**src/rtl/spike_rate_decoder.sv**
```systemverilog
// Rate-coded spike train to pixel intensity: counts spikes over a fixed window of
// qualified samples and rescales the count to the full WIDTH-bit pixel range.
module spike_rate_decoder #(
  parameter int WIDTH       = 16,
  parameter int WINDOW_SIZE = 5
) (
  input  logic                   clk,
  input  logic                   rst,
  input  logic                   spike_in,
  input  logic                   spike_valid,
  input  logic                   window_clear,
  output logic [WINDOW_SIZE-1:0] spike_window,
  output logic [$clog2(WINDOW_SIZE+1)-1:0] window_count,
  output logic [WIDTH-1:0]       pixel_estimate,
  output logic                   out_valid,
  output logic                   busy
);

  localparam int CW = $clog2(WINDOW_SIZE+1);
  localparam logic [WIDTH-1:0] MAXV  = '1;
  localparam logic [WIDTH-1:0] SCALE = WIDTH'(MAXV / WINDOW_SIZE);
  localparam logic [CW-1:0]    LAST  = CW'(WINDOW_SIZE-1);

  typedef enum logic {IDLE, ACCUM} state_t;

  state_t state, next_state;

  logic [CW-1:0]          cnt_p0;
  logic [CW-1:0]          acc_p0;
  logic [WINDOW_SIZE-2:0] shreg_p0;
  logic [WINDOW_SIZE-1:0] full_win;
  logic [CW-1:0]          final_cnt;
  logic                   qual;
  logic                   closing;

  logic [CW-1:0]          count_p1;
  logic [WINDOW_SIZE-1:0] win_p1;
  logic                   vld_p1;

  // Product of count and SCALE never exceeds the pixel range, so plain truncation is exact.
  function automatic logic [WIDTH-1:0] scale_count(input logic [CW-1:0] c);
    logic [WIDTH+CW-1:0] prod;
    prod = (WIDTH+CW)'(c) * (WIDTH+CW)'(SCALE);
    return prod[WIDTH-1:0];
  endfunction

  assign qual      = spike_valid & ~window_clear;
  assign closing   = qual & (cnt_p0 == LAST);
  assign full_win  = {shreg_p0, spike_in};
  assign final_cnt = acc_p0 + CW'(spike_in);

  always_ff @(posedge clk or posedge rst) begin
    if (rst) state <= IDLE;
    else     state <= next_state;
  end

  always_comb begin
    next_state = state;
    case (state)
      IDLE:    if (qual) next_state = ACCUM;
      ACCUM:   if (window_clear || closing) next_state = IDLE;
      default: next_state = IDLE;
    endcase
  end

  always_comb begin
    busy = (state == ACCUM);
  end

  // Stage 0: sample accumulation
  always_ff @(posedge clk or posedge rst) begin
    if (rst) begin
      cnt_p0   <= '0;
      acc_p0   <= '0;
      shreg_p0 <= '0;
    end else if (window_clear || closing) begin
      cnt_p0   <= '0;
      acc_p0   <= '0;
      shreg_p0 <= '0;
    end else if (spike_valid) begin
      cnt_p0   <= cnt_p0 + 1'b1;
      acc_p0   <= final_cnt;
      shreg_p0 <= full_win[WINDOW_SIZE-2:0];
    end
  end

  // Stage 1: hold the completed window's count and bitmap
  always_ff @(posedge clk or posedge rst) begin
    if (rst) begin
      count_p1 <= '0;
      win_p1   <= '0;
      vld_p1   <= 1'b0;
    end else begin
      vld_p1 <= closing;
      if (closing) begin
        count_p1 <= final_cnt;
        win_p1   <= full_win;
      end
    end
  end

  // Stage 2: scaled estimate and registered outputs
  always_ff @(posedge clk or posedge rst) begin
    if (rst) begin
      pixel_estimate <= '0;
      window_count   <= '0;
      spike_window   <= '0;
      out_valid      <= 1'b0;
    end else begin
      out_valid <= vld_p1;
      if (vld_p1) begin
        pixel_estimate <= scale_count(count_p1);
        window_count   <= count_p1;
        spike_window   <= win_p1;
      end
    end
  end

endmodule

```
**config.mk**
```make
export PLATFORM = sky130hd
export DESIGN_NAME = spike_rate_decoder
export DESIGN_NICKNAME = d
export VERILOG_FILES = /design/src/rtl/spike_rate_decoder.sv
export SDC_FILE = /design/constraint.sdc
export NUM_CORES = 1
export LEC_CHECK = 0
export CAP_MARGIN = 20
export CORE_ASPECT_RATIO = 0.5
export CORE_MARGIN = 2
export CORE_UTILIZATION = 40
export DETAILED_ROUTE_END_ITERATION = 16
export PLACE_DENSITY = 0.68
export SLEW_MARGIN = 20
export SYNTH_ARGS = -nofsm -noshare
export SYNTH_HDL_FRONTEND = slang
export SYNTH_SLANG_ARGS = --single-unit
export TNS_END_PERCENT = 1
```
**constraint.sdc**
```tcl
create_clock -name clk -period 2.7 [get_ports clk]
set_clock_uncertainty 0.1 [all_clocks]
set_input_delay 0.81 -clock clk [delete_from_list [all_inputs] [get_ports clk]]
set_output_delay 0.81 -clock clk [all_outputs]
set_load 0.01 [all_outputs]
```
* After elaboration in Yosys (flattened, before gate mapping) *
Index checks and enable logic that the tools add are counted.

storage, ports and cells
  register bits after elaboration = 45
  latch bits = 0
  bits in writable memories = 0
  memory bits (read-only) = 0
  bits of input ports = 5
  output and inout port bits = 26
  logic and storage cells = 30
  memories kept = 0

operators by class
  add/sub/neg operators = 2
  $mul = 1
  div/mod/pow operators = 0
  order comparisons = 0
  equality and inequality tests = 1
  shift operators = 0
  multiplexer cells = 9
  bitwise gates (word level) = 4
  reduce and logical (&&, ||, !) cells = 2

operators with widths
  operator                                                               count
  3-bit by 14-bit multiplier with 16-bit output (second input constant)  1
  3-bit two-way mux                                                      4
  4-bit two-way mux                                                      2
  3-bit by 1-bit adder with 3-bit output                                 1
  3-bit by 1-bit adder with 3-bit output (second input constant)         1
  3-bit == test (second input constant)                                  1
  1-bit AND                                                              2
  1-bit two-way mux                                                      2
  1-bit inverter                                                         2
  1-bit case mux with 2 select lines                                     1
  2-bit nonzero test                                                     1
  1-bit logical OR                                                       1

* Longest topological paths before layout *
Gate-level depths: netlist (run 1).

  word-level depth = 6
  gate-level depth with buffers = 7

* Worst setup path after synthesis (run 1) *
Ideal clock, no wire load.

  path type = in2reg
  start = input spike_in
  end = register count_p1[1]
  setup time = 0.125 ns
  arrival = 1.507 ns
  required time = 2.475 ns
  slack = 0.968 ns
  stages = 3
  path buffers = 0
  cell sequence = ha_1 ha_1 mux2_2

on the way
  cells in the longest elaborated chain, start to end = 1

RTL lines
  item                                    line  RTL
  start, declared                         9     input logic spike_in,
  3-bit by 1-bit adder with 3-bit output  50    assign final_cnt = acc_p0 + CW'(spike_in);
  via final_cnt[1]                        32    logic [CW-1:0] final_cnt;
  end signal, assigned                    96    count_p1 <= final_cnt;
  end, declared                           36    logic [CW-1:0] count_p1;

The timed path passes the listed nets, and every way through them passes these cells.
A chain may end at the register's enable or synchronous reset.

* Worst setup path after layout (run 1) *
  start = register pixel_estimate[12]
  end = output pixel_estimate[12]

RTL lines
  item                    line  RTL
  start, declared         14    output logic [WIDTH-1:0] pixel_estimate,
  start signal, assigned  112   pixel_estimate <= scale_count(count_p1);

No word-level cell between the ends.

==> report_table.html, run 1 <==
<table>
<tr><th>Metric</th><th>Value</th></tr>
<tr><th colspan="2">Run status</th></tr>
<tr><td>Run status</td><td>finished clean</td></tr>
<tr><th colspan="2">Drt</th></tr>
<tr><td>Routed wire length</td><td>2535 um</td></tr>
<tr><td>Detailed router's first-iteration violation count</td><td>19</td></tr>
<tr><td>Detailed Routing Iterations Pass 1</td><td>4</td></tr>
<tr><td>Wirelength per Cell</td><td>11.85 um</td></tr>
<tr><td>DRC errors left</td><td>0</td></tr>
<tr><td>Post-route ant nets</td><td>0</td></tr>
<tr><td>Total number of vias</td><td>just over 1000</td></tr>
<tr><td>Number of vias per cell after detailed routing</td><td>about 4.7</td></tr>
<tr><th colspan="2">Synthesis</th></tr>
<tr><td>Total of flip-flops plus latches after synthesis</td><td>38</td></tr>
<tr><td>Synth area leader</td><td>sky130_fd_sc_hd__dfrtp_1</td></tr>
<tr><td>Biggest area contributors in the synthesized netlist</td><td>sky130_fd_sc_hd__dfrtp_1 (56%), sky130_fd_sc_hd__mux2_2 (12%), sky130_fd_sc_hd__ha_1 (7.3%), sky130_fd_sc_hd__a22o_1 (3.6%), sky130_fd_sc_hd__buf_4 (3.1%)</td></tr>
<tr><td>Synthesized instance count</td><td>133</td></tr>
<tr><td>Post-synthesis instance area</td><td>0.001703 mm2</td></tr>
<tr><td>Share of synthesized area occupied by flip-flops and latches</td><td>a little under three fifths</td></tr>
<tr><td>Average cell area after synthesis</td><td>roughly 13 um2</td></tr>
<tr><td>Number of different library cells in the post-synthesis netlist</td><td>25</td></tr>
<tr><td>Yosys warns</td><td>0</td></tr>
<tr><td>Syn_nets</td><td>about 150</td></tr>
<tr><td>Yosys top cell area share</td><td>55.84%</td></tr>
<tr><th colspan="2">Placement</th></tr>
<tr><td>Port bufs</td><td>30</td></tr>
<tr><td>Pre-CTS setup slack</td><td>~440 ps</td></tr>
<tr><td>Post-Place Cells</td><td>between 200 and 250</td></tr>
<tr><td>Final Wtd Congestion</td><td>0.7597</td></tr>
<tr><td>Post-detail-place hpwl</td><td>1818 um</td></tr>
<tr><th colspan="2">Clocking</th></tr>
<tr><td>Count of hold buffers inserted by post-cts repair</td><td>0</td></tr>
<tr><td>Number of clock buffers inserted by TritonCTS</td><td>5</td></tr>
<tr><td>Clock edge transition at the registers on the reported setup and hold paths</td><td>around 70 ps</td></tr>
<tr><td>Clock tree buffer depth</td><td>2</td></tr>
<tr><td>Clock tree from TritonCTS</td><td>done</td></tr>
<tr><td>Skew-Pair Late Insertion Delay</td><td>280 ps</td></tr>
<tr><td>Total number of clock tree sinks</td><td>38</td></tr>
<tr><td>Clock Tree Root</td><td>sky130_fd_sc_hd__clkbuf_8</td></tr>
<tr><td>H-tree depth</td><td>2</td></tr>
<tr><td>Number of instances resized during post-cts repair</td><td>0</td></tr>
<tr><td>Setup repair bufs after CTS</td><td>0</td></tr>
<tr><th colspan="2">STA</th></tr>
<tr><td>Summed negative setup slack over all endpoints</td><td>0 ps</td></tr>
<tr><td>Maximum frequency from static timing analysis</td><td>472.5 MHz</td></tr>
<tr><td>Final setup fails</td><td>0</td></tr>
<tr><td>Slew Limit Headroom</td><td>49.24%</td></tr>
<tr><td>Fraction of the cycle the final worst path needs</td><td>78.39%</td></tr>
<tr><td>Actual transition at the worst max-transition pin</td><td>around 760 ps</td></tr>
<tr><td>Final count of hold timing violations</td><td>0</td></tr>
<tr><td>Worst setup slack after layout</td><td>583.5 ps</td></tr>
<tr><td>Final max-slew violation count</td><td>0</td></tr>
<tr><td>Period minus WS final</td><td>2116 ps</td></tr>
<tr><td>RSZ-0062 raised after global routing</td><td>false</td></tr>
<tr><th colspan="2">GRT</th></tr>
<tr><td>GRT Util Overall</td><td>between 10% and 20%</td></tr>
<tr><td>Congestion Overflow GR</td><td>0</td></tr>
<tr><td>Global-route wire length before repair</td><td>4181 um</td></tr>
<tr><td>Via count of the first global-routing pass</td><td>between 900 and 1000</td></tr>
<tr><td>Largest net degree at the start of global routing</td><td>39</td></tr>
<tr><td>Initial antenna violation count</td><td>0</td></tr>
<tr><th colspan="2">Layout</th></tr>
<tr><td>Utilization after layout</td><td>between 50% and 60%</td></tr>
<tr><td>Area Overhead vs Synth</td><td>22.92%</td></tr>
<tr><td>Share of post-route cells with drive strength above 1</td><td>17.50%</td></tr>
<tr><td>Final instance count without filler cells</td><td>between 200 and 250</td></tr>
<tr><td>Layout net count</td><td>around 180</td></tr>
<tr><td>Ant. Diodes</td><td>0</td></tr>
<tr><th colspan="2">Setup path</th></tr>
<tr><td>Slowest stage cell, crit path</td><td>sky130_fd_sc_hd__clkdlybuf4s50_1</td></tr>
<tr><td>Bufs and invs on worst path</td><td>1</td></tr>
<tr><td>Critical Path Start</td><td>pixel_estimate[12]</td></tr>
<tr><td>Crit-path leading delay family</td><td>buffers and inverters</td></tr>
<tr><td>Delay of the slowest critical-path stage</td><td>550 ps</td></tr>
<tr><td>Endpoint arrival time on the critical path</td><td>~1200 ps</td></tr>
<tr><td>Required time at the worst-slack endpoint</td><td>between 1500 and 2000 ps</td></tr>
<tr><td>Startpoint type of the worst setup path</td><td>flip-flop</td></tr>
<tr><td>Worst Path Class, Setup</td><td>flip-flop to primary output</td></tr>
<tr><td>Critical path, cell by cell</td><td>clkdlybuf4s50_1</td></tr>
<tr><td>CP endpoint kind</td><td>primary output</td></tr>
<tr><td>Worst flop-to-flop path startpoint</td><td>count_p1[1]</td></tr>
<tr><td>Maximum fanout along the worst path</td><td>4</td></tr>
<tr><th colspan="2">Power and ir drop</th></tr>
<tr><td>Clock group share of total power</td><td>34.4%</td></tr>
<tr><td>Switching power share of the total</td><td>21.66%</td></tr>
<tr><td>Pint</td><td>0.8343 mW</td></tr>
<tr><td>NetSw</td><td>0.2306 mW</td></tr>
<tr><td>Share of power burned in combinational logic</td><td>9.3%</td></tr>
<tr><td>Power density over the cells</td><td>a little over 500 mW/mm2</td></tr>
<tr><td>Register share of total power</td><td>approximately 56%</td></tr>
<tr><td>Leakage</td><td>around 1.0 nW</td></tr>
<tr><td>Worst VDD drop</td><td>around 0.26 mV</td></tr>
<tr><th colspan="2">Job</th></tr>
<tr><td>Max-Cap Viols</td><td>0</td></tr>
<tr><th colspan="2">Floorplan</th></tr>
<tr><td>Die width</td><td>approximately 96 um</td></tr>
<tr><td>Die Y-Extent</td><td>50.14 um</td></tr>
<tr><td>Die footprint</td><td>roughly 0.0048 mm2</td></tr>
<tr><td>Initial standard-cell utilization of the core</td><td>between 40 and 50%</td></tr>
<tr><td>Core Box Area</td><td>approximately 0.004 mm2</td></tr>
<tr><td>Rows</td><td>16</td></tr>
<tr><td>Number of top-level pins</td><td>31</td></tr>
<tr><th colspan="2">Hold path</th></tr>
<tr><td>Beginning of the worst hold path</td><td>busy</td></tr>
<tr><td>Worst Hold Class</td><td>flip-flop to flip-flop</td></tr>
</table>
[per-layer routing]
metal | wire [um] | GRT usage, % | vias to the layer above
li1 | - | - | 510
met1 | 1304 | 15.61 | 476
met2 | 1113 | 17.48 | 20
met3 | 103 | 3.604 | 2
met4 | 14 | 3.571 | 0
met5 | 0 | 0 | -
[final timing paths]
path	to	slack [ps]	cells after the start
hold reg to reg	busy	380	1
min in group asynchronous	pixel_estimate[15]	840	3
hold / removal	busy	380	1
setup / recovery	pixel_estimate[12]	580	1
max in group asynchronous	cnt_p0[1]	1330	3
setup reg to reg	pixel_estimate[7]	840	7
[sequential cells by signal (all words and copies together), names as in the netlist]
name            flops
vld_p1              1
acc_p0              3
win_p1              5
busy                1
cnt_p0              3
shreg_p0            4
pixel_estimate      9
count_p1            3
spike_window        5
window_count        3
out_valid           1
[cell usage in the layout (no fill, tap or decap), types with 3 or more instances in the layout]
master / n
sky130_fd_sc_hd__dfrtp_1: 38
sky130_fd_sc_hd__a21oi_1: 8
sky130_fd_sc_hd__mux2_2: 18
sky130_fd_sc_hd__xnor2_1: 3
sky130_fd_sc_hd__nor2_1: 5
sky130_fd_sc_hd__inv_1: 8
sky130_fd_sc_hd__clkdlybuf4s50_1: 30
sky130_fd_sc_hd__a22o_1: 7
sky130_fd_sc_hd__clkbuf_8: 6
sky130_fd_sc_hd__ha_1: 10
sky130_fd_sc_hd__nand2_1: 7
[kinds of logic after synthesis]
logic type / after synthesis / synth area share (%)
flip-flops: 38 / 55.84
AND/OR/NAND/NOR: 22 / 7.715
AO/OA/AOI/OAI: 21 / 8.230
multiplexers: 20 / 13.08
buffers and inverters: 18 / 5.731
adder cells (fa/ha/maj): 10 / 7.348
XOR/XNOR: 4 / 2.058
[metrics by stage]
stage	power (mW)	cell area (um2)	hold slack, ps
global route	1.118	2093	419.5
global placement	0.7092	2011	375.9
detailed placement	0.7109	2011	369.3
finish	1.065	2093	382.8
floorplan	0.6710	1703	290.6
CTS	1.079	2093	384.3
[power groups by stage]
stage / registers (mW) / clock network, mW / logic, mW
2_1_floorplan: 0.611 / 0 / 0.0596
3_3_place_gp: 0.610 / 0 / 0.0995
3_5_place_dp: 0.610 / 0 / 0.101
4_1_cts: 0.600 / 0.378 / 0.101
5_1_grt: 0.602 / 0.406 / 0.111
6_report: 0.600 / 0.366 / 0.0991
[cell type report]
type                       count  area, um2
clock buffer                   6      82.58
fill                         359       1891
inverter                       8      30.03
multi-input combinational     77      654.4
sequential                    38      950.9
tap                           54      67.56
timing repair buffer          31      307.8
[synthesized netlist by cell type]
cell	count
sky130_fd_sc_hd__a31oi_1	2
sky130_fd_sc_hd__nand2_1	7
sky130_fd_sc_hd__nor2_1	5
sky130_fd_sc_hd__clkbuf_2	1
sky130_fd_sc_hd__nand4b_4	1
sky130_fd_sc_hd__buf_4	7
sky130_fd_sc_hd__nor2_2	1
sky130_fd_sc_hd__nor2b_1	2
sky130_fd_sc_hd__mux2_2	18
sky130_fd_sc_hd__buf_2	2
sky130_fd_sc_hd__nand2b_1	1
sky130_fd_sc_hd__xnor2_1	3
sky130_fd_sc_hd__mux2i_1	2
sky130_fd_sc_hd__a21oi_2	1
sky130_fd_sc_hd__xor2_1	1
sky130_fd_sc_hd__o21ai_0	2
sky130_fd_sc_hd__inv_1	8
sky130_fd_sc_hd__ha_1	10
sky130_fd_sc_hd__nand3b_1	2
sky130_fd_sc_hd__dfrtp_1	38
sky130_fd_sc_hd__a211oi_1	1
sky130_fd_sc_hd__nand3_1	1
sky130_fd_sc_hd__a21oi_1	8
sky130_fd_sc_hd__and3b_1	2
sky130_fd_sc_hd__a22o_1	7
Note: power is estimated with default switching activity, not from simulation.
==> inputs of run 2 (changes only) <==
--- a/config.mk
+++ b/config.mk
@@ -10,7 +10,7 @@
 export CORE_MARGIN = 2
 export CORE_UTILIZATION = 40
 export DETAILED_ROUTE_END_ITERATION = 16
-export PLACE_DENSITY = 0.68
+export PLACE_DENSITY = 0.7
 export SLEW_MARGIN = 20
 export SYNTH_ARGS = -nofsm -noshare
 export SYNTH_HDL_FRONTEND = slang
==> constraint.sdc (replaced) <==
create_clock -name clk -period 1.9 [get_ports clk]
set_clock_uncertainty 0.1 [all_clocks]
set_input_delay 0.57 -clock clk [delete_from_list [all_inputs] [get_ports clk]]
set_output_delay 0.57 -clock clk [all_outputs]
set_load 0.01 [all_outputs]
==> report_table.html, run 2 (same netlist as run 1, synthesis figures left out) <==
<table>
<tr><th>Metric</th><th>Value</th></tr>
<tr><th colspan="2">Setup path</th></tr>
<tr><td>Maximum fanout along the worst path</td><td>3</td></tr>
<tr><td>Critical Path Start</td><td>window_count[0]</td></tr>
<tr><td>Slowest stage cell, crit path</td><td>sky130_fd_sc_hd__clkdlybuf4s50_1</td></tr>
<tr><td>Worst setup slack for register-to-register paths</td><td>120 ps</td></tr>
<tr><td>Worst flop-to-flop path startpoint</td><td>count_p1[2]</td></tr>
<tr><td>Bufs and invs on worst path</td><td>1</td></tr>
<tr><td>Worst Path Class, Setup</td><td>flip-flop to primary output</td></tr>
<tr><td>Depth of the worst register-to-register path</td><td>6</td></tr>
<tr><td>CP endpoint kind</td><td>primary output</td></tr>
<tr><td>Delay of the slowest critical-path stage</td><td>between 500 and 600 ps</td></tr>
<tr><td>Required time at the worst-slack endpoint</td><td>roughly 1200 ps</td></tr>
<tr><td>Critical path depth in cells</td><td>1</td></tr>
<tr><td>Startpoint type of the worst setup path</td><td>flip-flop</td></tr>
<tr><td>Critical path, cell by cell</td><td>clkdlybuf4s50_1</td></tr>
<tr><td>Endpoint arrival time on the critical path</td><td>between 1000 and 1500 ps</td></tr>
<tr><td>Crit-path leading delay family</td><td>buffers and inverters</td></tr>
<tr><th colspan="2">Placement</th></tr>
<tr><td>Post-Place Cells</td><td>~220</td></tr>
<tr><td>Post-detail-place hpwl</td><td>1946 um</td></tr>
<tr><td>Placed Instance Area</td><td>0.002076 mm2</td></tr>
<tr><td>Pre-CTS setup slack</td><td>-101.2 ps</td></tr>
<tr><td>Final Wtd Congestion</td><td>~0.72</td></tr>
<tr><td>Port bufs</td><td>30</td></tr>
<tr><th colspan="2">Clocking</th></tr>
<tr><td>Clock edge transition at the registers on the reported setup and hold paths</td><td>approximately 70 ps</td></tr>
<tr><td>Total number of clock tree sinks</td><td>38</td></tr>
<tr><td>H-tree depth</td><td>2</td></tr>
<tr><td>Clock tree from TritonCTS</td><td>done</td></tr>
<tr><td>Number of clock buffers inserted by TritonCTS</td><td>5</td></tr>
<tr><td>Count of hold buffers inserted by post-cts repair</td><td>0</td></tr>
<tr><td>Skew-Pair Late Insertion Delay</td><td>roughly 280 ps</td></tr>
<tr><td>Clock tree buffer depth</td><td>2</td></tr>
<tr><td>Clock Tree Root</td><td>sky130_fd_sc_hd__clkbuf_8</td></tr>
<tr><th colspan="2">STA</th></tr>
<tr><td>Final count of hold timing violations</td><td>0</td></tr>
<tr><td>Fraction of the cycle the final worst path needs</td><td>a little over nine tenths</td></tr>
<tr><td>Final setup fails</td><td>0</td></tr>
<tr><td>RSZ-0062 raised after global routing</td><td>false</td></tr>
<tr><td>Slew Limit Headroom</td><td>between 40% and 50%</td></tr>
<tr><td>Final max-slew violation count</td><td>0</td></tr>
<tr><td>Actual transition at the worst max-transition pin</td><td>roughly 760 ps</td></tr>
<tr><td>Period minus WS final</td><td>approximately 1800 ps</td></tr>
<tr><td>Worst setup slack after layout</td><td>around 51 ps</td></tr>
<tr><td>Maximum frequency from static timing analysis</td><td>540.9 MHz</td></tr>
<tr><th colspan="2">Layout</th></tr>
<tr><td>Final design area excluding fillers</td><td>0.002201 mm2</td></tr>
<tr><td>Leading cell types in the layout, fill and taps excluded</td><td>sky130_fd_sc_hd__dfrtp_1 (38), sky130_fd_sc_hd__mux2_2 (18), sky130_fd_sc_hd__clkdlybuf4s50_1 (16)</td></tr>
<tr><td>Final instance count without filler cells</td><td>around 220</td></tr>
<tr><td>Largest register FFs</td><td>9</td></tr>
<tr><td>Share of post-route cells with drive strength above 1</td><td>22.49%</td></tr>
<tr><td>Fill count</td><td>between 300 and 400</td></tr>
<tr><td>Area Overhead vs Synth</td><td>29.24%</td></tr>
<tr><td>Leading cell type in the layout, fill and taps excluded</td><td>sky130_fd_sc_hd__dfrtp_1</td></tr>
<tr><td>Top reg by flops</td><td>pixel_estimate</td></tr>
<tr><td>Layout net count</td><td>roughly 180</td></tr>
<tr><td>Leading registers by flop count</td><td>pixel_estimate (9), spike_window (5), win_p1 (5)</td></tr>
<tr><td>Ant. Diodes</td><td>0</td></tr>
<tr><th colspan="2">Drt</th></tr>
<tr><td>Post-route ant nets</td><td>0</td></tr>
<tr><td>Wirelength per Cell</td><td>between 10 and 15 um</td></tr>
<tr><td>Routed wire length</td><td>2840 um</td></tr>
<tr><td>Detailed router's first-iteration violation count</td><td>32</td></tr>
<tr><td>Detailed Routing Iterations Pass 1</td><td>4</td></tr>
<tr><td>Total number of vias</td><td>1057</td></tr>
<tr><td>DRC errors left</td><td>0</td></tr>
<tr><td>Number of vias per cell after detailed routing</td><td>approximately 4.7</td></tr>
<tr><th colspan="2">GRT</th></tr>
<tr><td>Largest net degree at the start of global routing</td><td>39</td></tr>
<tr><td>Global-route wire length before repair</td><td>5071 um</td></tr>
<tr><td>Initial antenna violation count</td><td>0</td></tr>
<tr><td>Congestion Overflow GR</td><td>0</td></tr>
<tr><td>Via count of the first global-routing pass</td><td>1062</td></tr>
<tr><td>GRT Util Overall</td><td>between 10% and 20%</td></tr>
<tr><th colspan="2">Floorplan</th></tr>
<tr><td>Die Y-Extent</td><td>~50 um</td></tr>
<tr><td>Die footprint</td><td>a little under 0.005 mm2</td></tr>
<tr><td>Number of top-level pins</td><td>31</td></tr>
<tr><td>Die width</td><td>around 96 um</td></tr>
<tr><td>Initial standard-cell utilization of the core</td><td>between 40% and 50%</td></tr>
<tr><td>Rows</td><td>16</td></tr>
<tr><td>Core Box Area</td><td>0.003984 mm2</td></tr>
<tr><th colspan="2">Power and ir drop</th></tr>
<tr><td>Leakage</td><td>between 1 and 1.5 nW</td></tr>
<tr><td>Worst VDD drop</td><td>0.4405 mV</td></tr>
<tr><td>Power density over the cells</td><td>about 750 mW/mm2</td></tr>
<tr><th colspan="2">Hold path</th></tr>
<tr><td>Beginning of the worst hold path</td><td>busy</td></tr>
<tr><td>Worst Hold Class</td><td>flip-flop to flip-flop</td></tr>
<tr><td>Cell depth of the worst min-delay path</td><td>1</td></tr>
<tr><th colspan="2">Run status</th></tr>
<tr><td>Run status</td><td>finished clean</td></tr>
<tr><th colspan="2">Job</th></tr>
<tr><td>Max-Cap Viols</td><td>0</td></tr>
</table>
==> run 2: changes by cell type in the layout (fill, tap and decap cells not counted), sizes merged <==
cell           before  now
clkdlybuf4s50      30   16
bufinv              0    1
dlymetal6s2s        0    8
clkbuf              6    5
dlygate4sd2         0    6
clkinv              0    2
buf                 1    8
==> run 2: path summary, 6_finish.rpt <==
check                                      to
min                                      busy
max                         pixel_estimate[0]
max in group asynchronous   pixel_estimate[2]
min in group asynchronous           cnt_p0[1]
max reg2reg                pixel_estimate[15]
min reg2reg                              busy
==> run 2: layout make-up <==
type	count	area [um2]	share of cell area, %
Sequential cell	38	950.9	43.21
Inverter	8	30.03	1.364
Tap cell	54	67.56	3.070
Multi-Input combinational cell	77	658.1	29.90
Clock inverter	3	40.04	1.819
Timing Repair Buffer	38	385.4	17.51
Clock buffer	5	68.82	3.127
==> run 2: what timing repair did <==
item                                   in CTS  in global routing
gates resized for setup                     6                  9
setup endpoints to repair                   9                 10
endpoints found under the hold margin       0                  0
pin swaps                                   0                  0
gates cloned                                0                  0
setup buffers                               0                  0
==> run 2: through the flow <==
step	hold WS (ps)	TNS [ps]	utilization, %	total power [mW]
detailed placement	390.3	-849.4	52.10	1.025
global route	425.7	0	55.25	1.739
CTS	403.4	0	54.65	1.683
floorplan	290.6	0	-	0.9535
finish	397.9	0	55.25	1.652
global placement	380.4	-592.9	52.10	1.021
==> run 2: where the power goes <==
group	leakage, nW	switching, mW	total, mW	internal, mW
clock	0.0579	0.270	0.656	0.386
sequential	0.525	0.0186	0.851	0.833
combinational	0.672	0.0709	0.145	0.0742
total	1.25	0.359	1.65	1.29
==> run 2: metal layers <==
metal  track usage (%)  vias to the layer above  part of all wire (%)  wire [um]
met4             5.238                        0                   1.3         38
met1             19.07                      509                    48       1374
li1                  -                      524                     -          -
met5                 0                        -                     0          0
met3             4.354                        4                   3.6        103
met2             21.18                       20                    47       1324
==> inputs of run 3 (changes only) <==
--- a/config.mk
+++ b/config.mk
@@ -8,9 +8,9 @@
 export CAP_MARGIN = 20
 export CORE_ASPECT_RATIO = 0.5
 export CORE_MARGIN = 2
-export CORE_UTILIZATION = 40
+export CORE_UTILIZATION = 45
 export DETAILED_ROUTE_END_ITERATION = 16
-export PLACE_DENSITY = 0.7
+export PLACE_DENSITY = 0.74
 export SLEW_MARGIN = 20
 export SYNTH_ARGS = -nofsm -noshare
 export SYNTH_HDL_FRONTEND = slang
==> constraint.sdc (replaced) <==
create_clock -name clk -period 2 [get_ports clk]
set_clock_uncertainty 0.1 [all_clocks]
set_input_delay 0.6 -clock clk [delete_from_list [all_inputs] [get_ports clk]]
set_output_delay 0.6 -clock clk [all_outputs]
set_load 0.01 [all_outputs]
==> report_table.html, run 3 (same netlist as run 1, synthesis figures left out) <==
<table>
<tr><th>Metric</th><th>Value</th></tr>
<tr><th colspan="2">Placement</th></tr>
<tr><td>Placed Instance Area</td><td>just over 0.002 mm2</td></tr>
<tr><td>Port bufs</td><td>30</td></tr>
<tr><td>Final Wtd Congestion</td><td>0.7178</td></tr>
<tr><td>Pre-CTS setup slack</td><td>-30.91 ps</td></tr>
<tr><td>Post-detail-place hpwl</td><td>2003 um</td></tr>
<tr><td>Post-Place Cells</td><td>about 210</td></tr>
<tr><th colspan="2">STA</th></tr>
<tr><td>Worst setup slack after layout</td><td>about 70 ps</td></tr>
<tr><td>Final count of hold timing violations</td><td>0</td></tr>
<tr><td>Final setup fails</td><td>0</td></tr>
<tr><td>Slew Limit Headroom</td><td>about three fifths</td></tr>
<tr><td>Maximum frequency from static timing analysis</td><td>518.0 MHz</td></tr>
<tr><td>Period minus WS final</td><td>slightly below 2000 ps</td></tr>
<tr><td>Actual transition at the worst max-transition pin</td><td>slightly above 600 ps</td></tr>
<tr><td>Fraction of the cycle the final worst path needs</td><td>roughly 97%</td></tr>
<tr><td>Final max-slew violation count</td><td>0</td></tr>
<tr><td>RSZ-0062 raised after global routing</td><td>false</td></tr>
<tr><th colspan="2">Hold path</th></tr>
<tr><td>Cell depth of the worst min-delay path</td><td>1</td></tr>
<tr><td>Worst Hold Class</td><td>flip-flop to flip-flop</td></tr>
<tr><td>Worst Hold End</td><td>busy</td></tr>
<tr><td>Beginning of the worst hold path</td><td>busy</td></tr>
<tr><th colspan="2">Clocking</th></tr>
<tr><td>Total number of clock tree sinks</td><td>38</td></tr>
<tr><td>Clock edge transition at the registers on the reported setup and hold paths</td><td>roughly 70 ps</td></tr>
<tr><td>Clock Tree Root</td><td>sky130_fd_sc_hd__clkbuf_8</td></tr>
<tr><td>Clock tree from TritonCTS</td><td>done</td></tr>
<tr><td>Count of hold buffers inserted by post-cts repair</td><td>0</td></tr>
<tr><td>H-tree depth</td><td>2</td></tr>
<tr><td>Number of clock buffers inserted by TritonCTS</td><td>5</td></tr>
<tr><td>Setup repair bufs after CTS</td><td>0</td></tr>
<tr><td>Clock tree buffer depth</td><td>2</td></tr>
<tr><td>Number of instances resized during post-cts repair</td><td>0</td></tr>
<tr><td>Skew-Pair Late Insertion Delay</td><td>290 ps</td></tr>
<tr><th colspan="2">Setup path</th></tr>
<tr><td>Required time at the worst-slack endpoint</td><td>about 1300 ps</td></tr>
<tr><td>Worst Path Class, Setup</td><td>flip-flop to primary output</td></tr>
<tr><td>Delay of the slowest critical-path stage</td><td>around 560 ps</td></tr>
<tr><td>CP endpoint kind</td><td>primary output</td></tr>
<tr><td>Worst flop-to-flop path startpoint</td><td>count_p1[2]</td></tr>
<tr><td>Worst setup slack for register-to-register paths</td><td>between 200 and 250 ps</td></tr>
<tr><td>Maximum fanout along the worst path</td><td>4</td></tr>
<tr><td>Critical path, cell by cell</td><td>clkdlybuf4s50_1</td></tr>
<tr><td>Endpoint arrival time on the critical path</td><td>between 1000 and 1500 ps</td></tr>
<tr><td>Startpoint type of the worst setup path</td><td>flip-flop</td></tr>
<tr><td>Slowest stage cell, crit path</td><td>sky130_fd_sc_hd__clkdlybuf4s50_1</td></tr>
<tr><td>Reg-to-reg endpoint</td><td>pixel_estimate[15]</td></tr>
<tr><td>Depth of the worst register-to-register path</td><td>6</td></tr>
<tr><td>Crit-path leading delay family</td><td>buffers and inverters</td></tr>
<tr><td>Bufs and invs on worst path</td><td>1</td></tr>
<tr><th colspan="2">GRT</th></tr>
<tr><td>Largest net degree at the start of global routing</td><td>39</td></tr>
<tr><td>GRT Util Overall</td><td>14.82%</td></tr>
<tr><td>Initial antenna violation count</td><td>0</td></tr>
<tr><td>Congestion Overflow GR</td><td>0</td></tr>
<tr><td>Via count of the first global-routing pass</td><td>between 1000 and 1500</td></tr>
<tr><td>Global-route wire length before repair</td><td>4643 um</td></tr>
<tr><th colspan="2">Power and ir drop</th></tr>
<tr><td>Worst VDD drop</td><td>~0.38 mV</td></tr>
<tr><td>Power density over the cells</td><td>680.6 mW/mm2</td></tr>
<tr><td>Leakage</td><td>roughly 1.1 nW</td></tr>
<tr><td>Final Total Pwr</td><td>~1.5 mW</td></tr>
<tr><th colspan="2">Floorplan</th></tr>
<tr><td>Die Y-Extent</td><td>47.50 um</td></tr>
<tr><td>Initial standard-cell utilization of the core</td><td>about half</td></tr>
<tr><td>Core Box Area</td><td>between 0.003 and 0.004 mm2</td></tr>
<tr><td>Number of top-level pins</td><td>31</td></tr>
<tr><td>Die footprint</td><td>between 0.004 and 0.005 mm2</td></tr>
<tr><td>Rows</td><td>15</td></tr>
<tr><td>Die width</td><td>between 90 and 100 um</td></tr>
<tr><th colspan="2">Drt</th></tr>
<tr><td>Detailed Routing Iterations Pass 1</td><td>4</td></tr>
<tr><td>Detailed router's first-iteration violation count</td><td>34</td></tr>
<tr><td>Routed wire length</td><td>roughly 2900 um</td></tr>
<tr><td>Wirelength per Cell</td><td>about 13 um</td></tr>
<tr><td>DRC errors left</td><td>0</td></tr>
<tr><td>Post-route ant nets</td><td>0</td></tr>
<tr><td>Total number of vias</td><td>around 1100</td></tr>
<tr><td>Number of vias per cell after detailed routing</td><td>4.982</td></tr>
<tr><th colspan="2">Job</th></tr>
<tr><td>Max-Cap Viols</td><td>0</td></tr>
<tr><th colspan="2">Layout</th></tr>
<tr><td>Ant. Diodes</td><td>0</td></tr>
<tr><td>Largest register FFs</td><td>9</td></tr>
<tr><td>Utilization after layout</td><td>61.28%</td></tr>
<tr><td>Final instance count without filler cells</td><td>around 220</td></tr>
<tr><td>Leading registers by flop count</td><td>pixel_estimate (9), spike_window (5), win_p1 (5)</td></tr>
<tr><td>Leading cell types in the layout, fill and taps excluded</td><td>sky130_fd_sc_hd__dfrtp_1 (38), sky130_fd_sc_hd__clkdlybuf4s50_1 (30), sky130_fd_sc_hd__mux2_2 (18)</td></tr>
<tr><td>Share of post-route cells with drive strength above 1</td><td>between 20% and 30%</td></tr>
<tr><td>Area Overhead vs Synth</td><td>26.97%</td></tr>
<tr><td>Layout net count</td><td>roughly 180</td></tr>
<tr><td>Final design area excluding fillers</td><td>roughly 0.0022 mm2</td></tr>
<tr><td>Top reg by flops</td><td>pixel_estimate</td></tr>
<tr><td>Leading cell type in the layout, fill and taps excluded</td><td>sky130_fd_sc_hd__dfrtp_1</td></tr>
<tr><th colspan="2">Run status</th></tr>
<tr><td>Run status</td><td>finished clean</td></tr>
</table>
## run 3: per-stage QoR
stage | hold WS [ps] | TNS [ps]
global route | 422.0 | 0
global placement | 360.9 | -5.742
finish | 395.0 | 0
CTS | 396.3 | 0
detailed placement | 377.3 | -30.91
floorplan | 290.6 | 0
## run 3: metal layers
metal | share of wire, % | global-route usage, % | vias to the layer above
li1 | - | - | 524
met1 | 46 | 16.95 | 537
met2 | 48 | 26.52 | 22
met3 | 3.1 | 3.780 | 8
met4 | 2.2 | 10.00 | 0
met5 | 0 | 0 | -
## run 3: layout make-up
type	instances	area, um2
Clock buffer	6	82.58
Sequential cell	38	950.9
Tap cell	51	63.81
Fill cell	303	1366
Timing Repair Buffer	39	380.4
Multi-Input combinational cell	77	654.4
Inverter	8	30.03
## run 3: how the worst max path moves through the flow
stage / from / endpoint / cells after the start
global route: pixel_estimate[13] / pixel_estimate[9] / 1
global placement: spike_in / count_p1[1] / 4
floorplan: count_p1[1] / pixel_estimate[11] / 7
detailed placement: spike_in / count_p1[1] / 4
finish: pixel_estimate[14] / pixel_estimate[10] / 1
CTS: pixel_estimate[14] / pixel_estimate[10] / 1
## run 3: worst reg2reg max path, cell delays in order (launching register included)
cell	delay [ps]
sky130_fd_sc_hd__dfrtp_1	410
sky130_fd_sc_hd__ha_1	280
sky130_fd_sc_hd__inv_1	40
sky130_fd_sc_hd__ha_1	330
sky130_fd_sc_hd__nand3b_1	120
sky130_fd_sc_hd__mux2i_1	290
sky130_fd_sc_hd__nand2_1	80
## run 3: power by group
part | leakage, nW | switching [mW] | internal, mW | total (mW)
sequential | 0.525 | 0.0176 | 0.791 | 0.809
clock | 0.0431 | 0.246 | 0.265 | 0.511
combinational | 0.510 | 0.0707 | 0.0805 | 0.151
